===== src/rtl/histogram_engine_pkg.sv =====
// Shared types for the histogram engine: FSM states, pipeline stage record
// and the bin-count helper.
package hist_pkg;

    // Widest supported bin index; stage addresses are carried at this width.
    localparam int unsigned HIST_ADDR_MAX = 16;

    typedef enum logic {
        CLEAR,
        RUN
    } state_t;

    typedef logic [HIST_ADDR_MAX-1:0] hist_addr_t;

    typedef struct packed {
        logic       valid;
        hist_addr_t addr;
    } stage_t;

    function automatic int unsigned nbins(input int unsigned data_w);
        return 32'd1 << data_w;
    endfunction

endpackage


===== src/rtl/histogram_engine_if.sv =====
// Sample stream, clear control, read-out and status bundle of the histogram
// engine; master is the sample source/reader, slave is the engine.
interface histogram_engine_if #(
    parameter int unsigned DATA_W = 8,
    parameter int unsigned CNT_W  = 16,
    parameter int unsigned TOT_W  = 32
);
    logic              s_valid;
    logic [DATA_W-1:0] s_data;
    logic              s_ready;
    logic              clr_start;
    logic              busy;
    logic              rd_en;
    logic [DATA_W-1:0] rd_addr;
    logic              rd_valid;
    logic [CNT_W-1:0]  rd_data;
    logic [TOT_W-1:0]  total;
    logic              sat_flag;
    logic [DATA_W-1:0] peak_bin;
    logic [CNT_W-1:0]  peak_cnt;

    modport master (
        output s_valid, s_data, clr_start, rd_en, rd_addr,
        input  s_ready, busy, rd_valid, rd_data, total, sat_flag, peak_bin, peak_cnt
    );

    modport slave (
        input  s_valid, s_data, clr_start, rd_en, rd_addr,
        output s_ready, busy, rd_valid, rd_data, total, sat_flag, peak_bin, peak_cnt
    );
endinterface


===== src/rtl/histogram_engine_ram.sv =====
// Bin memory: port A reads for RMW while writing the previous update or clear,
// port B is a read-only read-out port. All reads registered, read-old-data.
module hist_ram
    import hist_pkg::*;
#(
    parameter int unsigned ADDR_W = 8,
    parameter int unsigned DATA_W = 16
) (
    input  logic              clk_i,
    input  logic [ADDR_W-1:0] a_raddr_i,
    output logic [DATA_W-1:0] a_rdata_o,
    input  logic              a_we_i,
    input  logic [ADDR_W-1:0] a_waddr_i,
    input  logic [DATA_W-1:0] a_wdata_i,
    input  logic [ADDR_W-1:0] b_raddr_i,
    output logic [DATA_W-1:0] b_rdata_o
);
    localparam int unsigned DEPTH = nbins(ADDR_W);

    logic [DATA_W-1:0] mem_q [DEPTH];

    always_ff @(posedge clk_i) begin
        if (a_we_i) begin
            mem_q[a_waddr_i] <= a_wdata_i;
        end
        a_rdata_o <= mem_q[a_raddr_i];
        b_rdata_o <= mem_q[b_raddr_i];
    end

endmodule


===== src/rtl/histogram_engine.sv =====
// Histogram accumulator: one sample/cycle RMW with write forwarding, clear sweep,
// registered read-out, saturating bins. Define HIST_PEAK_EN to track the peak bin.
module histogram_engine
    import hist_pkg::*;
#(
    parameter int unsigned DATA_W = 8,
    parameter int unsigned CNT_W  = 16,
    parameter int unsigned TOT_W  = 32
) (
    input logic                CLK,
    input logic                RST,
    histogram_engine_if.slave  bus
);
    localparam logic [DATA_W-1:0] LAST_BIN = DATA_W'(nbins(DATA_W) - 1);
    localparam logic [CNT_W-1:0]  CNT_MAX  = '1;

    state_t            state_q, state_d;
    logic [DATA_W-1:0] clr_addr_q, clr_addr_d;
    stage_t            s1_q, s1_d;
    logic              wr_vld_q;
    hist_addr_t        wr_addr_q;
    logic [CNT_W-1:0]  wr_data_q;
    logic [TOT_W-1:0]  total_q;
    logic              sat_q;
    logic              rd_valid_q;
    logic              rd_clr_q;

    logic              ready;
    logic              busy;
    logic              clearing;
    logic              accept;
    logic              run_wr;
    logic [CNT_W-1:0]  old_cnt;
    logic [CNT_W-1:0]  new_cnt;
    logic              ram_we;
    logic [DATA_W-1:0] ram_waddr;
    logic [CNT_W-1:0]  ram_wdata;
    logic [CNT_W-1:0]  ram_a_rdata;
    logic [CNT_W-1:0]  ram_b_rdata;

    always_comb begin
        state_d    = state_q;
        clr_addr_d = clr_addr_q;
        ready      = 1'b0;
        busy       = 1'b0;
        case (state_q)
            CLEAR: begin
                busy       = 1'b1;
                clr_addr_d = clr_addr_q + DATA_W'(1);
                if (clr_addr_q == LAST_BIN) begin
                    state_d = RUN;
                end
            end
            RUN: begin
                ready = 1'b1;
                if (bus.clr_start) begin
                    state_d    = CLEAR;
                    clr_addr_d = '0;
                end
            end
            default: state_d = CLEAR;
        endcase
    end

    // A clear request kills both the sample being accepted and the one in stage 1.
    always_comb begin
        clearing   = (state_d == CLEAR);
        accept     = ready && bus.s_valid;
        s1_d.valid = accept && !bus.clr_start;
        s1_d.addr  = hist_addr_t'(bus.s_data);
        old_cnt    = (wr_vld_q && (wr_addr_q == s1_q.addr)) ? wr_data_q : ram_a_rdata;
        new_cnt    = (old_cnt == CNT_MAX) ? CNT_MAX : old_cnt + CNT_W'(1);
        run_wr     = s1_q.valid && !bus.clr_start;
        ram_we     = busy || run_wr;
        ram_waddr  = busy ? clr_addr_q : s1_q.addr[DATA_W-1:0];
        ram_wdata  = busy ? '0 : new_cnt;
    end

    always_ff @(posedge CLK) begin
        if (!RST) begin
            state_q    <= CLEAR;
            clr_addr_q <= '0;
            s1_q       <= '0;
            wr_vld_q   <= 1'b0;
            wr_addr_q  <= '0;
            wr_data_q  <= '0;
            total_q    <= '0;
            sat_q      <= 1'b0;
            rd_valid_q <= 1'b0;
            rd_clr_q   <= 1'b0;
        end else begin
            state_q    <= state_d;
            clr_addr_q <= clr_addr_d;
            s1_q       <= s1_d;
            wr_vld_q   <= run_wr;
            wr_addr_q  <= s1_q.addr;
            wr_data_q  <= new_cnt;
            if (clearing) begin
                total_q <= '0;
                sat_q   <= 1'b0;
            end else begin
                if (accept) begin
                    total_q <= total_q + TOT_W'(1);
                end
                if (run_wr && (new_cnt == CNT_MAX)) begin
                    sat_q <= 1'b1;
                end
            end
            rd_valid_q <= bus.rd_en;
            rd_clr_q   <= bus.rd_en && busy;
        end
    end

    hist_ram #(
        .ADDR_W (DATA_W),
        .DATA_W (CNT_W)
    ) u_ram (
        .clk_i     (CLK),
        .a_raddr_i (bus.s_data),
        .a_rdata_o (ram_a_rdata),
        .a_we_i    (ram_we),
        .a_waddr_i (ram_waddr),
        .a_wdata_i (ram_wdata),
        .b_raddr_i (bus.rd_addr),
        .b_rdata_o (ram_b_rdata)
    );

`ifdef HIST_PEAK_EN
    logic [DATA_W-1:0] peak_bin_q;
    logic [CNT_W-1:0]  peak_cnt_q;

    always_ff @(posedge CLK) begin
        if (!RST || clearing) begin
            peak_bin_q <= '0;
            peak_cnt_q <= '0;
        end else if (run_wr && (new_cnt > peak_cnt_q)) begin
            peak_bin_q <= s1_q.addr[DATA_W-1:0];
            peak_cnt_q <= new_cnt;
        end
    end

    assign bus.peak_bin = peak_bin_q;
    assign bus.peak_cnt = peak_cnt_q;
`else
    assign bus.peak_bin = '0;
    assign bus.peak_cnt = '0;
`endif

    assign bus.s_ready  = ready;
    assign bus.busy     = busy;
    assign bus.rd_valid = rd_valid_q;
    assign bus.rd_data  = (rd_valid_q && !rd_clr_q) ? ram_b_rdata : '0;
    assign bus.total    = total_q;
    assign bus.sat_flag = sat_q;

endmodule

===== src/flat_wrapper.sv =====
// flat-port wrapper written by rule: the top's interface ports become plain ports
module histogram_engine_flat import hist_pkg::*;
#(
    parameter int unsigned DATA_W = 8,
    parameter int unsigned CNT_W  = 16,
    parameter int unsigned TOT_W  = 32
)
  (CLK, RST, bus_s_valid, bus_s_data, bus_clr_start, bus_rd_en, bus_rd_addr, bus_s_ready, bus_busy, bus_rd_valid, bus_rd_data, bus_total, bus_sat_flag, bus_peak_bin, bus_peak_cnt);
  histogram_engine_if #(.DATA_W(DATA_W), .CNT_W(CNT_W), .TOT_W(TOT_W)) bus_i ();
  input logic CLK;
  input logic RST;
  input wire logic [$bits(bus_i.s_valid)-1:0] bus_s_valid;
  input wire logic [$bits(bus_i.s_data)-1:0] bus_s_data;
  input wire logic [$bits(bus_i.clr_start)-1:0] bus_clr_start;
  input wire logic [$bits(bus_i.rd_en)-1:0] bus_rd_en;
  input wire logic [$bits(bus_i.rd_addr)-1:0] bus_rd_addr;
  output wire logic [$bits(bus_i.s_ready)-1:0] bus_s_ready;
  output wire logic [$bits(bus_i.busy)-1:0] bus_busy;
  output wire logic [$bits(bus_i.rd_valid)-1:0] bus_rd_valid;
  output wire logic [$bits(bus_i.rd_data)-1:0] bus_rd_data;
  output wire logic [$bits(bus_i.total)-1:0] bus_total;
  output wire logic [$bits(bus_i.sat_flag)-1:0] bus_sat_flag;
  output wire logic [$bits(bus_i.peak_bin)-1:0] bus_peak_bin;
  output wire logic [$bits(bus_i.peak_cnt)-1:0] bus_peak_cnt;
  assign bus_i.s_valid = bus_s_valid;
  assign bus_i.s_data = bus_s_data;
  assign bus_i.clr_start = bus_clr_start;
  assign bus_i.rd_en = bus_rd_en;
  assign bus_i.rd_addr = bus_rd_addr;
  assign bus_s_ready = bus_i.s_ready;
  assign bus_busy = bus_i.busy;
  assign bus_rd_valid = bus_i.rd_valid;
  assign bus_rd_data = bus_i.rd_data;
  assign bus_total = bus_i.total;
  assign bus_sat_flag = bus_i.sat_flag;
  assign bus_peak_bin = bus_i.peak_bin;
  assign bus_peak_cnt = bus_i.peak_cnt;
  histogram_engine #(.DATA_W(DATA_W), .CNT_W(CNT_W), .TOT_W(TOT_W)) u_core (.CLK(CLK), .RST(RST), .bus(bus_i));
endmodule

===== config.mk =====
export PLATFORM = sky130hd
export DESIGN_NAME = histogram_engine_flat
export DESIGN_NICKNAME = d
export VERILOG_FILES = /design/src/rtl/histogram_engine_pkg.sv /design/src/rtl/histogram_engine_if.sv /design/src/rtl/histogram_engine_ram.sv /design/src/rtl/histogram_engine.sv /design/src/flat_wrapper.sv
export SDC_FILE = /design/constraint.sdc
export NUM_CORES = 2
export LEC_CHECK = 0
export BUFFER_PORTS_ARGS = -buffer_cell sky130_fd_sc_hd__buf_2
export CORE_ASPECT_RATIO = 0.7
export CORE_MARGIN = 10
export CORE_UTILIZATION = 55
export CTS_CLUSTER_DIAMETER = 120
export DETAILED_ROUTE_END_ITERATION = 10
export PLACE_DENSITY = 0.71
export SETUP_SLACK_MARGIN = 0.5
export SLEW_MARGIN = 15
export SYNTH_ARGS = -nofsm -noshare
export SYNTH_HDL_FRONTEND = slang
export SYNTH_SLANG_ARGS = --single-unit

===== constraint.sdc =====
create_clock -name CLK -period 11.9 [get_ports CLK]
set_input_delay 2.38 -clock CLK [delete_from_list [all_inputs] [get_ports CLK]]
set_output_delay 2.38 -clock CLK [all_outputs]
set_load 0.005 [all_outputs]

## After elaboration in Yosys (flattened, before gate mapping)

Memories as Yosys holds them, arrays and structs flattened. A register that Yosys moved wholly into a read port is not among the register bits.
Cells that the tools add are included.

- Equal/unequal tests: 5
- Reductions and logical operators: 11
- Bitwise operators: 1
- Multiplexer cells: 14
- Add/sub/neg operators: 3

Operators by type and width:

| cell | number |
|---|---|
| 16-bit two-way mux | 4 |
| 32-bit by 1-bit adder with 32-bit output (second input constant) | 1 |
| 16-bit == test (second input constant) | 2 |
| 16-bit by 1-bit adder with 16-bit output (second input constant) | 1 |
| 16-bit == test | 1 |
| 8-bit two-way mux | 2 |
| 8-bit case mux with 2 select lines | 1 |
| 8-bit by 1-bit adder with 8-bit output (second input constant) | 1 |
| 8-bit == test (second input constant) | 1 |
| 1-bit logical AND | 7 |
| 1-bit two-way mux | 6 |
| 1-bit logical NOT | 2 |
| 2-bit inequality test (second input constant) | 1 |
| 1-bit case mux with 2 select lines | 1 |
| 2-bit AND reduction | 1 |
| 1-bit logical OR | 1 |
| 1-bit inverter | 1 |

- Memory bits (writable): 4096
- Register bits after elaboration: 94
- Output and inout port bits: 76
- Word-level logic and storage cells: 47
- Memories kept: 1
- Input port bits: 21

Memory list:

| memory | words | width | read ports | clocked after memory_dff | wr ports | line | RTL |
|---|---|---|---|---|---|---|---|
| u_core.u_ram.mem_q | 256 | 16 | 2 | 2 | 1 | histogram_engine_ram.sv:20 | `logic [DATA_W-1:0] mem_q [DEPTH];` |

## Longest topological paths before layout

- Word-level depth: 7
- Mapped depth: 14
- Gate-level depth less buffers: 12

## Hierarchy

Synthesis repeated with hierarchy kept, for this count alone.

- Cells, all modules: 10646
- Area, all modules: 195771.5 sq um

By module, submodules not included:

| module | sequential area each (sq um) | instances | area each (sq um) | cells each |
|---|---|---|---|---|
| hist_ram | 123638.6 | 1 | 191586.2 | 10135 |
| histogram_engine | 1561.5 | 1 | 4185.3 | 511 |

## Worst setup path before layout

Ideal clock, no wire load.

- Path type: register to register
- Start point: register u_core.s1_q[2] in the netlist's numbering
- End point: memory u_core.u_ram.mem_q[0][8] (data pin)
- Arrival: 9.344 ns
- Slack: 0.979 ns
- Setup time: 1.577 ns
- Stages on the path, launching flop included: 13
- Clock period less this slack: 10.921 ns
- Path buffers: 2
- Data required time: 10.323 ns
- Cell sequence: dfxtp_1 xnor2_1 nand3_1 nor3_1 buf_2 mux2_2 ha_1 clkbuf_1 nand3_1 nor2_1 o21a_1 a211o_1 a21oi_1

- Word-level cells in the longest chain between the ends: 6
- Elaborated cells between the ends (all ways): 7
- Those cells by class: add/sub: 1; eq/ne: 2; mux: 3; reduce/logical: 1

Ends and longest elaborated chain:

| what | line | RTL |
|---|---|---|
| from (decl) | histogram_engine.sv:19 | `stage_t s1_q, s1_d;` |
| from (signal assigned) | histogram_engine.sv:83 | `s1_q <= '0;` |
| from (signal assigned) | histogram_engine.sv:94 | `s1_q <= s1_d;` |
| 16-bit == test * | histogram_engine.sv:71 | `old_cnt = (wr_vld_q && (wr_addr_q == s1_q.addr)) ? wr_data_q : ram_a_rdata;` |
| 1-bit logical AND * | histogram_engine.sv:71 |  |
| 16-bit two-way mux * | histogram_engine.sv:71 |  |
| 16-bit by 1-bit adder with 16-bit output / 16-bit == test (equally long branches) | histogram_engine.sv:72 | `new_cnt = (old_cnt == CNT_MAX) ? CNT_MAX : old_cnt + CNT_W'(1);` |
| 16-bit two-way mux * | histogram_engine.sv:72 |  |
| 16-bit two-way mux * | histogram_engine.sv:76 | `ram_wdata = busy ? '0 : new_cnt;` |
| named net u_core.ram_wdata[8] | histogram_engine.sv:37 | `logic [CNT_W-1:0] ram_wdata;` |
| to (decl) | histogram_engine_ram.sv:20 |  |

Mark *: on every way through the listed nets, which the timed path passes. The rest lies on a longest branch.

==> run metrics <==
status=finished, violations left; failing checks=max-capacitance violations; drt total wl=616 mm; number of vias per cell=7.79; Leakage Power=71.7 nW; CP Capture Type=flip-flop; Clock Tree Buf Depth=4; mux contribution to synthesized area=0.243; Final setup viols=0; largest cells by area after synthesis=edfxtp_1 65%, mux4_2 24%, a22oi_1 4.0%; Crit Path Category=input pin to flip-flop; Core Area=344,000 µm²; Mapped Avg Cell Area=19.9 µm²; total CTS buffers=391; # H-tree levels=5; global-route wire length before repair=861 mm; CP arrival=7.74 ns; die height=512 µm; Util after Layout=0.612; Die W=723 µm; Crit Path Max Fanout=88; slowest cell delay on critical path=1.12 ns; final slew viol count=0; Seq/Total Area, Yosys=0.657; clk sinks=4,206; Placed Instances=13,873; CTS tree=yes; RD Place Congestion=0.933; largest family of logic cells by synthesized area=multiplexers; hold_ws=0.515 ns; YS warnings=0; Max Cap Violations=1; Yosys top cell by area=edfxtp_1; Overflow after GRT=0; Gate Count Post-Synth=9,590; IO Pins=97; RSZ-0062 raised after global routing=false; Synth Area in Compound Gates=0.0578; post-synthesis adder-cell area fraction=0.000197; clock slew at reported path FFs=0.07 ns; PortBufs=72; slowest cell on the critical path=nor4_1; P&R area growth vs syn=10.7%; Final min period=6.90 ns; hold buffers post-CTS=0; initial core utilization=0.553; die area=371,000 µm²; Primary FF master, synth=edfxtp_1; post-synthesis xor/xnor area fraction=0.00248; total track usage=0.326; Cell variety after synth=52; Worst Clk Skew=0.0649 ns; Avg WL per Cell=42.0 µm; 1st-iter DRT viols=21,649; DR DRC count=0; clock root buffer=clkbuf_16; DR pass1 iterations=7; CP Launch Type=input pin; cell area after layout=211,000 µm²; final hold violations=0; Worst EP required=12.74 ns; number of synthesized flops with an enable pin=4,096; Simple-Gate Fraction of Synth Area=0.0190; Rel. slew slack=0.00839; number of global-route vias before repair=111,179; largest net degree at the start of global routing=177; worst vdd ir=0.000146 V; Syn Std Cell Area=191,000 µm²; Cell Chain, Critical Path=buf_8 -> buf_4 -> buf_12 -> mux4_2 -> a22oi_1 -> a21oi_1 -> nor4_1 -> o22ai_1 -> or2_1; Final ANT Viol Nets=0; asr flop ratio synth=0; Via Count=114,211; flops & latches, synth=4,206; post-CTS setup buffers=0; initial antenna violation count=54; PwrDens=143 nW/µm²; delay-heaviest family, CP=buffers and inverters; Finished Layout Cells=14,661; Post-CTS Resized=0; Max Clk Rate=145 MHz; nets=9,741; CP Buf/Inv Count=3; Setup TNS=0 ns; final worst-path cycle share=0.580; hpwl dp=379 mm; Min-Delay Path Class=flip-flop to flip-flop; DP Area=198,000 µm²; Clock Latency Late Sink=0.99 ns; share of layout cells above drive strength 1=0.343; worst slew pin tran=1.47 ns; Rows=180; Synth top area share=0.646
-- power breakdown --
part	total, W	switching (W)	internal, W
clock	0.0127	0.00566	0.00702
sequential	0.0161	0.0000385	0.0160
combinational	0.00143	0.000952	0.000482
-- worst reg2reg max path: stages (launching register included) --
cell and delay [ns]:
dfxtp_1 0.46, xnor2_1 0.19, nand3_1 0.25, nor3_2 0.20, buf_4 0.34, mux2_2 0.24, ha_1 0.39, nand4_1 0.31
nor4_1 0.32, mux2_2 0.40, inv_1 0.16, a21oi_4 0.91, buf_4 0.93, buf_4 0.79
-- cell families after synthesis --
group | Yosys count
flops | 4206
mux | 2071
compound gates | 1659
fa+ha+maj | 3
other cells | 1
buf+inv | 847
simple gates | 749
xor+xnor | 54
-- synthesized netlist by cell type (all sizes together) (20+ instances only) --
library cell	count
xnor2	30
nand4	20
xor2	24
edfxtp	4096
o22ai	65
o21ai	21
mux4	2048
nand2	72
dfxtp	110
nand3	26
a22oi	1025
and2	44
nor4	140
clkbuf	503
or2	37
buf	329
nor2	342
a21oi	528
-- final timing paths --
path / from / to / slack, ns / depth (start not counted)
worst min-delay path: u_core.bus.total[21]$_SDFFE_PN0P_ / u_core.bus.total[21]$_SDFFE_PN0P_ / 0.51 / 2
worst max-delay path: bus_s_data[1] / u_core.u_ram.a_rdata_o[14]$_DFF_P_ / 5.00 / 9
worst min register to register: u_core.bus.total[21]$_SDFFE_PN0P_ / u_core.bus.total[21]$_SDFFE_PN0P_ / 0.51 / 2
worst max register to register: u_core.s1_q[4]$_SDFF_PN0_ / u_core.u_ram.mem_q[3][2]$_DFFE_PP_ / 5.60 / 13
-- layout make-up --
type	instances	area, µm²
well taps	4550	5690
repair buffers	543	4580
clock inverters	231	2180
multi-input cells	4560	62600
inverters	15	56.3
flip-flops and latches	4206	125000
fillers	23497	133000
diodes	70	175
clock buffers	486	10400
-- sequential cells by signal (all words and copies together) (netlist names) --
signal,cells
u_core.wr_vld_q,1
u_core.u_ram.mem_q,4096
u_core.bus.rd_valid,1
u_core.clr_addr_q,8
u_core.bus.total,32
u_core.wr_addr_q,8
u_core.u_ram.a_rdata_o,16
u_core.u_ram.b_rdata_o,16
u_core.wr_data_q,16
u_core.s1_q,9
u_core.rd_clr_q,1
u_core.state_q,1
u_core.bus.sat_flag,1
-- per-layer routing --
metal / global-route usage / vias to the layer above / wire, µm
met5: 0.0119 / - / 686
met4: 0.135 / 48 / 31300
met3: 0.142 / 1530 / 108000
met2: 0.449 / 10442 / 263000
met1: 0.456 / 59928 / 212000
li1: - / 42263 / -
-- through the flow --
step | worst slack (ns) | power (W)
global placement | 3.84 | 0.0178
detailed placement | 4.30 | 0.0178
global route | 5.09 | 0.0308
CTS | 5.27 | 0.0302
floorplan | 0.979 | 0.0173
finish | 5.00 | 0.0302
-- placed cells by master, fill, tap and decap left out, drive strengths merged, types with 2 or more instances in the layout --
cell,netlist,final
nor3,16,16
and3,7,7
o31ai,4,4
nand3b,6,6
ha,3,3
mux2i,19,19
nand4,20,20
clkinv,0,160
xnor2,30,30
mux4,2048,2048
o21ai,21,21
conb,1,24
mux2,4,4
o211ai,2,2
a31oi,3,3
diode,0,70
dfxtp,110,110
or2,37,37
buf,329,543
xor2,24,24
nor2b,6,6
edfxtp,4096,4096
clkinvlp,0,21
inv,15,28
nand3,26,26
nand2,72,72
bufinv,0,37
o22ai,65,65
nor4,140,140
nor2,342,342
a21oi,528,528
clkbuf,503,486
a22oi,1025,1025
and4,2,2
and2,44,44
nand2b,19,19
or3,10,10
Note: power is estimated with default switching activity, not from simulation.
